`src/rtl/jtag_uart_ctrl_pkg.sv`:
```
// jtag_uart_ctrl_pkg: shared states, register map and ASCII constants for the JTAG UART sequencer
package jtag_uart_ctrl_pkg;
  typedef enum logic [1:0] {IDLE, RD_DATA, RD_CTRL, WR_DATA} state_t;
  localparam logic ADDR_DATA = 1'b0;
  localparam logic ADDR_CTRL = 1'b1;
  localparam int RVALID_BIT = 15;
  localparam int WSPACE_MSB = 31;
  localparam int WSPACE_LSB = 16;
  localparam logic [7:0] ASCII_0 = 8'h30;
  localparam logic [7:0] ASCII_1 = 8'h31;
  localparam logic [7:0] ASCII_2 = 8'h32;
  localparam int MSG_LEN = 5;
  localparam logic [7:0] MSG [MSG_LEN] = '{8'h42, 8'h54, 8'h4E, 8'h0D, 8'h0A};
endpackage

```
`src/rtl/jtag_uart_ctrl_debounce.sv`:
```
// button_debounce: synchronises an active-low button and emits a one-cycle pulse on each accepted press
module button_debounce #(
  parameter int DEBOUNCE_CYCLES = 1024
) (
  input  logic clk,
  input  logic reset,
  input  logic button,
  output logic press
);
  localparam int CW = $clog2(DEBOUNCE_CYCLES);
  logic [1:0] sync;
  logic level;
  logic [CW-1:0] cnt;
  always_ff @(posedge clk) begin
    if (reset) begin
      sync  <= 2'b11;
      level <= 1'b1;
      cnt   <= '0;
      press <= 1'b0;
    end else begin
      sync  <= {sync[0], button};
      press <= 1'b0;
      if (sync[1] == level) cnt <= '0;
      else if (cnt == CW'(DEBOUNCE_CYCLES - 1)) begin
        level <= sync[1];
        cnt   <= '0;
        press <= !sync[1];
      end else cnt <= cnt + 1'b1;
    end
  end
endmodule

```
`src/rtl/jtag_uart_ctrl.sv`:
```
// jtag_uart_ctrl: Avalon-MM master that polls the JTAG UART, echoes RX chars, drives LEDs and sends "BTN\r\n"
module jtag_uart_ctrl
  import jtag_uart_ctrl_pkg::*;
#(
  parameter int POLL_CYCLES     = 64,
  parameter int DEBOUNCE_CYCLES = 1024
) (
  input  logic        clk,
  input  logic        reset,
  input  logic        button,
  output logic        av_address,
  output logic        av_read,
  output logic        av_write,
  output logic [31:0] av_writedata,
  input  logic [31:0] av_readdata,
  input  logic        av_waitrequest,
  output logic        led0,
  output logic        led1,
  output logic        led2
);
  localparam int CW = $clog2(POLL_CYCLES + 1);
  state_t state;
  logic [CW-1:0] cnt;
  logic [7:0] rx_char;
  logic [2:0] idx;
  logic echo_pending, btn_pending, hold, sel_echo, press, pending, unused;
  logic [7:0] rd_char;
  assign pending = echo_pending | btn_pending;
  assign rd_char = av_readdata[7:0];
  assign unused  = ^av_readdata[14:8];
  button_debounce #(.DEBOUNCE_CYCLES(DEBOUNCE_CYCLES)) u_debounce (
    .clk(clk), .reset(reset), .button(button), .press(press)
  );
  // Every bus state issues its strobe one cycle after entry unless IDLE already raised it,
  // so a completed strobe always drops for at least one cycle before the next access.
  always_ff @(posedge clk) begin
    if (reset) begin
      state        <= IDLE;
      cnt          <= '0;
      rx_char      <= '0;
      idx          <= '0;
      echo_pending <= 1'b0;
      btn_pending  <= 1'b0;
      hold         <= 1'b0;
      sel_echo     <= 1'b0;
      av_address   <= ADDR_DATA;
      av_read      <= 1'b0;
      av_write     <= 1'b0;
      av_writedata <= '0;
      led0         <= 1'b0;
      led1         <= 1'b0;
      led2         <= 1'b0;
    end else begin
      if (press) btn_pending <= 1'b1;
      case (state)
        IDLE:
          if ((pending && !hold) || cnt == CW'(POLL_CYCLES)) begin
            state      <= pending ? RD_CTRL : RD_DATA;
            av_read    <= 1'b1;
            av_address <= pending ? ADDR_CTRL : ADDR_DATA;
            cnt        <= '0;
            hold       <= 1'b0;
          end else cnt <= cnt + 1'b1;
        RD_DATA:
          if (!av_read) begin
            av_read    <= 1'b1;
            av_address <= ADDR_DATA;
          end else if (!av_waitrequest) begin
            av_read <= 1'b0;
            if (av_readdata[RVALID_BIT]) begin
              rx_char      <= rd_char;
              echo_pending <= 1'b1;
              led0         <= led0 ^ (rd_char == ASCII_0);
              led1         <= led1 ^ (rd_char == ASCII_1);
              led2         <= led2 ^ (rd_char == ASCII_2);
              state        <= RD_CTRL;
            end else state <= IDLE;
          end
        RD_CTRL:
          if (!av_read) begin
            av_read    <= 1'b1;
            av_address <= ADDR_CTRL;
          end else if (!av_waitrequest) begin
            av_read <= 1'b0;
            hold    <= av_readdata[WSPACE_MSB:WSPACE_LSB] == '0;
            state   <= av_readdata[WSPACE_MSB:WSPACE_LSB] == '0 ? IDLE : WR_DATA;
          end
        WR_DATA:
          if (!av_write) begin
            av_write     <= 1'b1;
            av_address   <= ADDR_DATA;
            sel_echo     <= echo_pending;
            av_writedata <= {24'd0, echo_pending ? rx_char : MSG[idx]};
          end else if (!av_waitrequest) begin
            av_write <= 1'b0;
            if (sel_echo) begin
              echo_pending <= 1'b0;
              state        <= RD_DATA;
            end else begin
              btn_pending <= idx != 3'(MSG_LEN - 1);
              idx         <= idx == 3'(MSG_LEN - 1) ? 3'd0 : idx + 3'd1;
              state       <= IDLE;
            end
          end
        default: state <= IDLE;
      endcase
    end
  end
endmodule

```
`config.mk`:
```
export PLATFORM = sky130hd
export DESIGN_NAME = jtag_uart_ctrl
export DESIGN_NICKNAME = d
export VERILOG_FILES = /design/src/rtl/jtag_uart_ctrl_pkg.sv /design/src/rtl/jtag_uart_ctrl_debounce.sv /design/src/rtl/jtag_uart_ctrl.sv
export SDC_FILE = /design/constraint.sdc
export NUM_CORES = 1
export LEC_CHECK = 0
export ABC_CLOCK_PERIOD_IN_PS = 2100
export CAP_MARGIN = 20
export CORE_MARGIN = 2
export CORE_UTILIZATION = 45
export DETAILED_ROUTE_END_ITERATION = 8
export PLACE_DENSITY = 0.77
export SLEW_MARGIN = 20
export SYNTH_ARGS = -nofsm -noshare
export SYNTH_HDL_FRONTEND = slang
export SYNTH_SLANG_ARGS = --single-unit
```
`constraint.sdc`:
```
create_clock -name clk -period 2.1 [get_ports clk]
set_input_delay 0.42 -clock clk [delete_from_list [all_inputs] [get_ports clk]]
set_output_delay 0.42 -clock clk [all_outputs]
set_load 0.005 [all_outputs]
```
==> qor.log, run 1 <==
INFO  finish         antenna_cells=0
INFO  drt            viasPerCell=5.09
INFO  cts            holdBufCountCts=0
INFO  sta            setup_tns=0ps
INFO  run_status     status=finished, final reports clean
INFO  die            initial_core_util=45.7%
INFO  sta            finalWorstPathRequiredPeriod=1990ps
INFO  synth          synth_warnings=0
INFO  critical_path  timing.rr.start=cnt[2]$_SDFFE_PP0N_
INFO  cts            cts-buffers-inserted=5
INFO  global_routing initial_antenna_violation_count=0
INFO  sta            finalSetupViolations=0
INFO  sta            final_max_slew_viol_count=0
INFO  critical_path  critical_path.cell_chain=or4_4, o221a_4, or3_1, o31ai_1
INFO  synth          post_synth_instance_area=2660um^2
INFO  worst_hold_path worst_hold_path.num_cells=1
INFO  die            floorplan.io_pins=74
INFO  critical_path  end_kind=flip-flop
INFO  finish         final_net_count=414
INFO  die            fp.dieArea=6540um^2
INFO  power          vdd.ir_drop.worst=0.582mV
INFO  cts            ctsRootBufferMaster=clkbuf_8
INFO  critical_path  number_of_cell_instances_on_the_worst_register_to_register_path=4
INFO  cts            clk-insertion-delay-late=310ps
INFO  drt            postRouteWirelength=5.52mm
INFO  cts            h-tree-depth=2
INFO  global_routing via_count_of_the_first_global_routing_pass=2,133
INFO  critical_path  timing_worst_setup_path_type=reg2reg
INFO  critical_path  flop_to_flop_setup_slack=110ps
INFO  critical_path  max_stage_delay=550ps
INFO  finish         final_core_util=55.7%
INFO  sta            min_period_over_period=94.7%
INFO  sta            skew=9.26ps
INFO  global_routing overall_overflow_remaining_after_global_route=0
INFO  cts            cts_post_setup_buffers_inserted=0
INFO  cts            clk_path_buf_depth=2
INFO  place          placed_cells=431
INFO  synth          synthDistinctLibCells=44
INFO  global_routing grtUsageTotal=18.2%
INFO  critical_path  cp.required=2320ps
INFO  drt            dr.pass1.iters=4
INFO  worst_hold_path hold_endpoint=u_debounce.sync[1]$_SDFF_PP1_
INFO  critical_path  r2r_end=state[0]$_SDFFE_PP0P_
INFO  drt            routed-via-count=2,235
INFO  synth          synthCells=319
INFO  cts            tritoncts=yes
INFO  flow_run       max-cap-violations=0
INFO  synth          ys_seq_area_share=39.1%
INFO  cts            clock_sink_count=52
INFO  global_routing grt_start_max_net_pins=41
INFO  finish         final_layout_size_suffix_gt1_share=6.04%
INFO  place          placedInstanceArea=3110um^2
INFO  drt            detail_route.wl_per_cell=12.6um
INFO  power          p_leak=1.18nW
INFO  place          numPortBuffers=42
INFO  finish         design_area=3240um^2
INFO  die            fp.coreArea=5820um^2
INFO  place          gp_congestion=0.786
INFO  sta            rsz0062_at_grt=no
INFO  sta            max_clock_freq=503MHz
INFO  critical_path  cp.arrival=2210ps
INFO  worst_hold_path min_from=u_debounce.sync[0]$_SDFF_PP1_
INFO  global_routing grt_pass1_wl=9.49mm
INFO  cts            post_cts.resized_instances=0
INFO  worst_hold_path min_path_type=reg2reg
INFO  sta            worst_slack=111ps
INFO  place          detailed_place_hpwl=4.02mm
INFO  place          pre_cts_ws=-30.3ps
INFO  drt            antenna_violating_nets_post_route=0
INFO  sta            timing.hold.ws=419ps
INFO  critical_path  slowest_stage_cell_on_the_critical_path=or4_4
INFO  power          post-layout-total-power=2.57mW
INFO  finish         layoutNonFillerInstCount=439
INFO  drt            initialDrtViolationCount=113
INFO  critical_path  worst_setup_path_start_kind=flip-flop
INFO  power          power-per-cell-area=795nW/um^2
INFO  die            die_height=80.9um
INFO  die            die_width=80.9um
INFO  drt            drc=0
INFO  die            row_count=28
INFO  finish         synthToLayoutAreaGrowth=21.7%
INFO  critical_path  critical_path_peak_fanout=16
INFO  synth          ys_seq_elements=52
INFO  sta            finalHoldViolations=0
INFO  cts            cts.clk_slew.worst_paths=90ps
INFO  synth          avgSynthCellArea=8.34um^2
power breakdown:
part / total (mW) / internal, mW / switching [mW]
sequential: 1.10 / 1.04 / 0.0571
clock: 0.742 / 0.421 / 0.322
combinational: 0.729 / 0.321 / 0.409
total: 2.57 / 1.79 / 0.787
worst max-delay path: cells and delay by family (launching register included):
kind | cells | cell delay [ps]
AOI/OAI and AO/OA | 2 | 590
DFF | 1 | 350
and+or+nand+nor | 2 | 960
final cells by class:
type | count | area (um^2)
repair buffers | 51 | 500
flip-flops and latches | 52 | 1040
well taps | 75 | 93.8
multi-input cells | 237 | 1420
clock buffers | 7 | 96.3
clock inverters | 1 | 30.0
inverters | 16 | 60.1
fillers | 565 | 2580
Yosys cell counts:
master / count / share of area (%)
nand2_1: 38 / 5.4
or4_1: 3 / 0.85
buf_4: 24 / 6.8
a211o_1: 1 / 0.33
a311oi_1: 3 / 0.99
mux2i_1: 5 / 1.9
and4b_1: 1 / 0.38
a2bb2oi_1: 1 / 0.33
o21ai_0: 8 / 1.5
nor4bb_1: 1 / 0.38
a41oi_1: 3 / 0.99
nor2b_1: 2 / 0.47
or4_4: 1 / 0.42
a2111oi_0: 1 / 0.33
or2_2: 2 / 0.47
and3_1: 3 / 0.71
conb_1: 1 / 0.14
nand4_1: 3 / 0.71
o221a_4: 1 / 0.75
o211a_1: 1 / 0.38
mux2_2: 1 / 0.42
buf_2: 1 / 0.19
dfxtp_1: 52 / 39
nand2b_1: 5 / 1.2
o211ai_1: 2 / 0.56
a21oi_1: 26 / 4.9
xnor2_1: 8 / 2.6
a22o_1: 1 / 0.33
o221ai_1: 1 / 0.33
nor3b_1: 2 / 0.56
nor4_1: 5 / 1.2
or3_1: 3 / 0.71
xor2_1: 1 / 0.33
inv_1: 16 / 2.3
o21bai_1: 1 / 0.28
nand3_1: 10 / 1.9
a211oi_1: 5 / 1.4
o31ai_1: 5 / 1.4
ha_1: 15 / 7.1
clkbuf_1: 12 / 1.7
nor2_1: 30 / 4.2
nor3_1: 10 / 1.9
a221oi_1: 1 / 0.33
o311ai_0: 3 / 0.99
cell usage in the layout (no fill, tap or decap), types with 3 or more instances in the layout:
cell type	n
or3_1	3
dfxtp_1	52
o311ai_0	3
a311oi_1	3
nand3_1	10
a21oi_1	26
and3_1	3
ha_1	15
clkdlybuf4s50_1	42
nand2_1	38
o21ai_0	8
xnor2_1	8
buf_4	8
or4_1	3
clkbuf_8	7
nor2_1	30
mux2i_1	5
nor3_1	10
a41oi_1	3
nand4_1	3
conb_1	24
inv_1	16
nand2b_1	5
o31ai_1	5
a211oi_1	5
nor4_1	5
state kept, by name, indices dropped and copies added (netlist names), 2 cells and up:
signal	count
av_writedata	8
u_debounce.sync	2
idx	3
rx_char	8
state	2
cnt	7
u_debounce.cnt	10
worst max path at each step:
stage,start,to,slack [ps],depth (start not counted)
final,cnt[2]$_SDFFE_PP0N_,state[0]$_SDFFE_PP0P_,110,4
after global routing,state[1]$_SDFFE_PP0P_,led0$_SDFFE_PP0P_,30,6
after CTS,cnt[3]$_SDFFE_PP0N_,state[0]$_SDFFE_PP0P_,120,4
after detailed placement,av_waitrequest,led2$_SDFFE_PP0P_,-30,5
after global placement,av_waitrequest,led2$_SDFFE_PP0P_,10,5
after floorplan,cnt[2]$_SDFFE_PP0N_,state[1]$_SDFFE_PP0P_,260,5
metal layers:
| metal | GRT usage (%) | vias to the layer above | wire length (um) |
|---|---|---|---|
| li1 | - | 1148 | - |
| met1 | 21.9 | 1040 | 2480 |
| met2 | 31.8 | 40 | 2750 |
| met3 | 4.22 | 7 | 227 |
| met4 | 6.27 | 0 | 51 |
| met5 | 0 | - | 0 |
cell families (layout without fill, tap and decap cells):
kind of cell / after synthesis / in the layout / share of synthesized area [%]
mux: 6 / 6 / 2.30
xor+xnor: 9 / 9 / 2.96
simple gates: 119 / 119 / 21.4
buf+inv: 53 / 75 / 10.9
other cells: 1 / 24 / 0.141
compound gates: 64 / 64 / 16.1
flops: 52 / 52 / 39.1
fa+ha+maj: 15 / 15 / 7.06
No activity file was read; power rests on OpenSTA's default activity.
==> inputs of run 2 (changes only) <==
--- a/config.mk
+++ b/config.mk
@@ -8,9 +8,9 @@
 export ABC_CLOCK_PERIOD_IN_PS = 2100
 export CAP_MARGIN = 20
 export CORE_MARGIN = 2
-export CORE_UTILIZATION = 45
+export CORE_UTILIZATION = 40
 export DETAILED_ROUTE_END_ITERATION = 8
-export PLACE_DENSITY = 0.77
+export PLACE_DENSITY = 0.7
 export SLEW_MARGIN = 20
 export SYNTH_ARGS = -nofsm -noshare
 export SYNTH_HDL_FRONTEND = slang
==> qor.log, run 2 (synthesized netlist as in run 1, its figures left out) <==
INFO  run_status     status=finished, final reports clean
INFO  die            floorplan.io_pins=74
INFO  sta            worst_slack=172ps
INFO  drt            viasPerCell=5.09
INFO  drt            dr.pass1.iters=4
INFO  cts            ctsRootBufferMaster=clkbuf_8
INFO  place          placedInstanceArea=3110um^2
INFO  global_routing initial_antenna_violation_count=0
INFO  worst_hold_path min_path_type=reg2reg
INFO  global_routing grt_start_max_net_pins=26
INFO  power          vdd.ir_drop.worst=0.495mV
INFO  critical_path  cp.required=2320ps
INFO  cts            clk_path_buf_depth=2
INFO  sta            rsz0062_at_grt=no
INFO  sta            max_clock_freq=519MHz
INFO  critical_path  cp_top_family=simple AND/OR/NAND/NOR gates
INFO  critical_path  critical_path.cell_chain=or4_4, o221a_4, or3_1, o31ai_1
INFO  place          pre_cts_ws=-1.46ps
INFO  sta            setup_tns=0ps
INFO  sta            final_max_slew_viol_count=0
INFO  drt            postRouteWirelength=5.62mm
INFO  global_routing via_count_of_the_first_global_routing_pass=2,156
INFO  power          p_leak=1.16nW
INFO  critical_path  end_kind=flip-flop
INFO  sta            finalSetupViolations=0
INFO  finish         mostFrequentLayoutCells=52 x dfxtp_1, 42 x clkdlybuf4s50_1, 38 x nand2_1
INFO  sta            finalHoldViolations=0
INFO  flow_run       max-cap-violations=0
INFO  critical_path  worst_setup_path_start_kind=flip-flop
INFO  sta            worst_slew_margin_rel=66.0%
INFO  drt            initialDrtViolationCount=53
INFO  finish         layout_top_registers=u_debounce.cnt x10, av_writedata x8, rx_char x8
INFO  global_routing grtUsageTotal=15.9%
INFO  finish         final_net_count=415
INFO  finish         synthToLayoutAreaGrowth=20.3%
INFO  power          power-per-cell-area=766nW/um^2
INFO  finish         register_area=1040um^2
INFO  finish         final_layout_size_suffix_gt1_share=6.30%
INFO  critical_path  cp.arrival=2150ps
INFO  cts            clk-insertion-delay-late=310ps
INFO  power          post-layout-total-power=2.45mW
INFO  global_routing grt_pass1_wl=9.63mm
INFO  die            die_width=85.6um
INFO  die            initial_core_util=41.7%
INFO  cts            cts.clk_slew.worst_paths=90ps
INFO  finish         number_of_flip_flops_in_the_largest_register=10
INFO  drt            top_layer=met4
INFO  finish         largest-register=u_debounce.cnt
INFO  sta            skew=4.86ps
INFO  drt            routed-via-count=2,250
INFO  sta            finalWorstPathRequiredPeriod=1930ps
INFO  drt            wl_met1=2.59mm
INFO  critical_path  critical_path_peak_fanout=7
INFO  global_routing overall_overflow_remaining_after_global_route=0
INFO  die            die_height=85.6um
INFO  finish         design_area=3200um^2
INFO  finish         layout.cells.most_common=dfxtp_1
INFO  sta            worst-slew-pin-transition=505ps
INFO  place          detailed_place_hpwl=4.19mm
INFO  critical_path  timing_worst_setup_path_type=reg2reg
INFO  finish         antenna_cells=0
INFO  cts            cts-buffers-inserted=5
INFO  cts            tritoncts=yes
INFO  drt            met2_wirelength=2.70mm
INFO  place          numPortBuffers=42
INFO  cts            cts_post_setup_buffers_inserted=0
INFO  sta            min_period_over_period=91.8%
INFO  critical_path  max_stage_delay=550ps
INFO  die            row_count=29
INFO  critical_path  slowest_stage_cell_on_the_critical_path=or4_4
INFO  die            fp.coreArea=6390um^2
INFO  drt            antenna_violating_nets_post_route=0
INFO  cts            clock_sink_count=52
INFO  drt            drc=0
INFO  drt            detailed_routed_wire_length_on_met3=236um
INFO  critical_path  crit_buf_inv=0
INFO  finish         multiInputGateArea=1420um^2
INFO  cts            holdBufCountCts=0
INFO  drt            detail_route.wl_per_cell=12.7um
INFO  finish         n_fill_cell=613
INFO  place          gp_congestion=0.780
INFO  die            fp.dieArea=7320um^2
INFO  cts            post_cts.resized_instances=0
INFO  cts            h-tree-depth=2
[run 2: changes by cell type in the layout (fill, tap and decap cells not counted)]
cell,delta
buf_12,-1
buf_4,+2
bufinv_16,-1
clkbuf_8,-1
clkinv_2,+2
[run 2: per-stage QoR]
step / util (%) / hold WS (ps) / std cells
after floorplan: - / 389 / 342
after global placement: 48.7 / 402 / 434
after detailed placement: 48.7 / 408 / 434
after CTS: 50.1 / 433 / 442
after global routing: 50.1 / 455 / 442
final: 50.1 / 428 / 442
[run 2: power breakdown]
group | internal [mW] | switching [mW] | total [mW]
sequential | 1.04 | 0.0522 | 1.10
combinational | 0.344 | 0.421 | 0.765
clock | 0.264 | 0.325 | 0.589
total | 1.65 | 0.798 | 2.45
[run 2: path summary, 6_finish.rpt]
| kind | start | to | slack [ps] | depth (start not counted) |
|---|---|---|---|---|
| worst max-delay path | cnt[2]$_SDFFE_PP0N_ | state[0]$_SDFFE_PP0P_ | 170 | 4 |
| worst min-delay path | u_debounce.sync[0]$_SDFF_PP1_ | u_debounce.sync[1]$_SDFF_PP1_ | 430 | 1 |
| worst max register to register | cnt[2]$_SDFFE_PP0N_ | state[0]$_SDFFE_PP0P_ | 170 | 4 |
| worst min register to register | u_debounce.sync[0]$_SDFF_PP1_ | u_debounce.sync[1]$_SDFF_PP1_ | 430 | 1 |
[run 2: cell type report]
type                    instances  share of cell area, %
clock buffers                   6                   2.58
clock inverters                 2                  0.313
inverters                      16                   1.88
multi-input cells             237                   44.2
flip-flops and latches         52                   32.5
well taps                      77                   3.01
repair buffers                 52                   15.5
[run 2: routing by layer]
metal / global-route usage [%] / vias up
met3: 3.75 / 8
li1: - / 1153
met1: 20.4 / 1042
met4: 5.92 / 0
met2: 26.1 / 47
met5: 0 / -
[run 2: worst reg2reg max path, stage by stage (launching register included)]
cell	delay, ps
dfxtp_1	350
or4_4	550
o221a_4	310
or3_1	390
o31ai_1	240
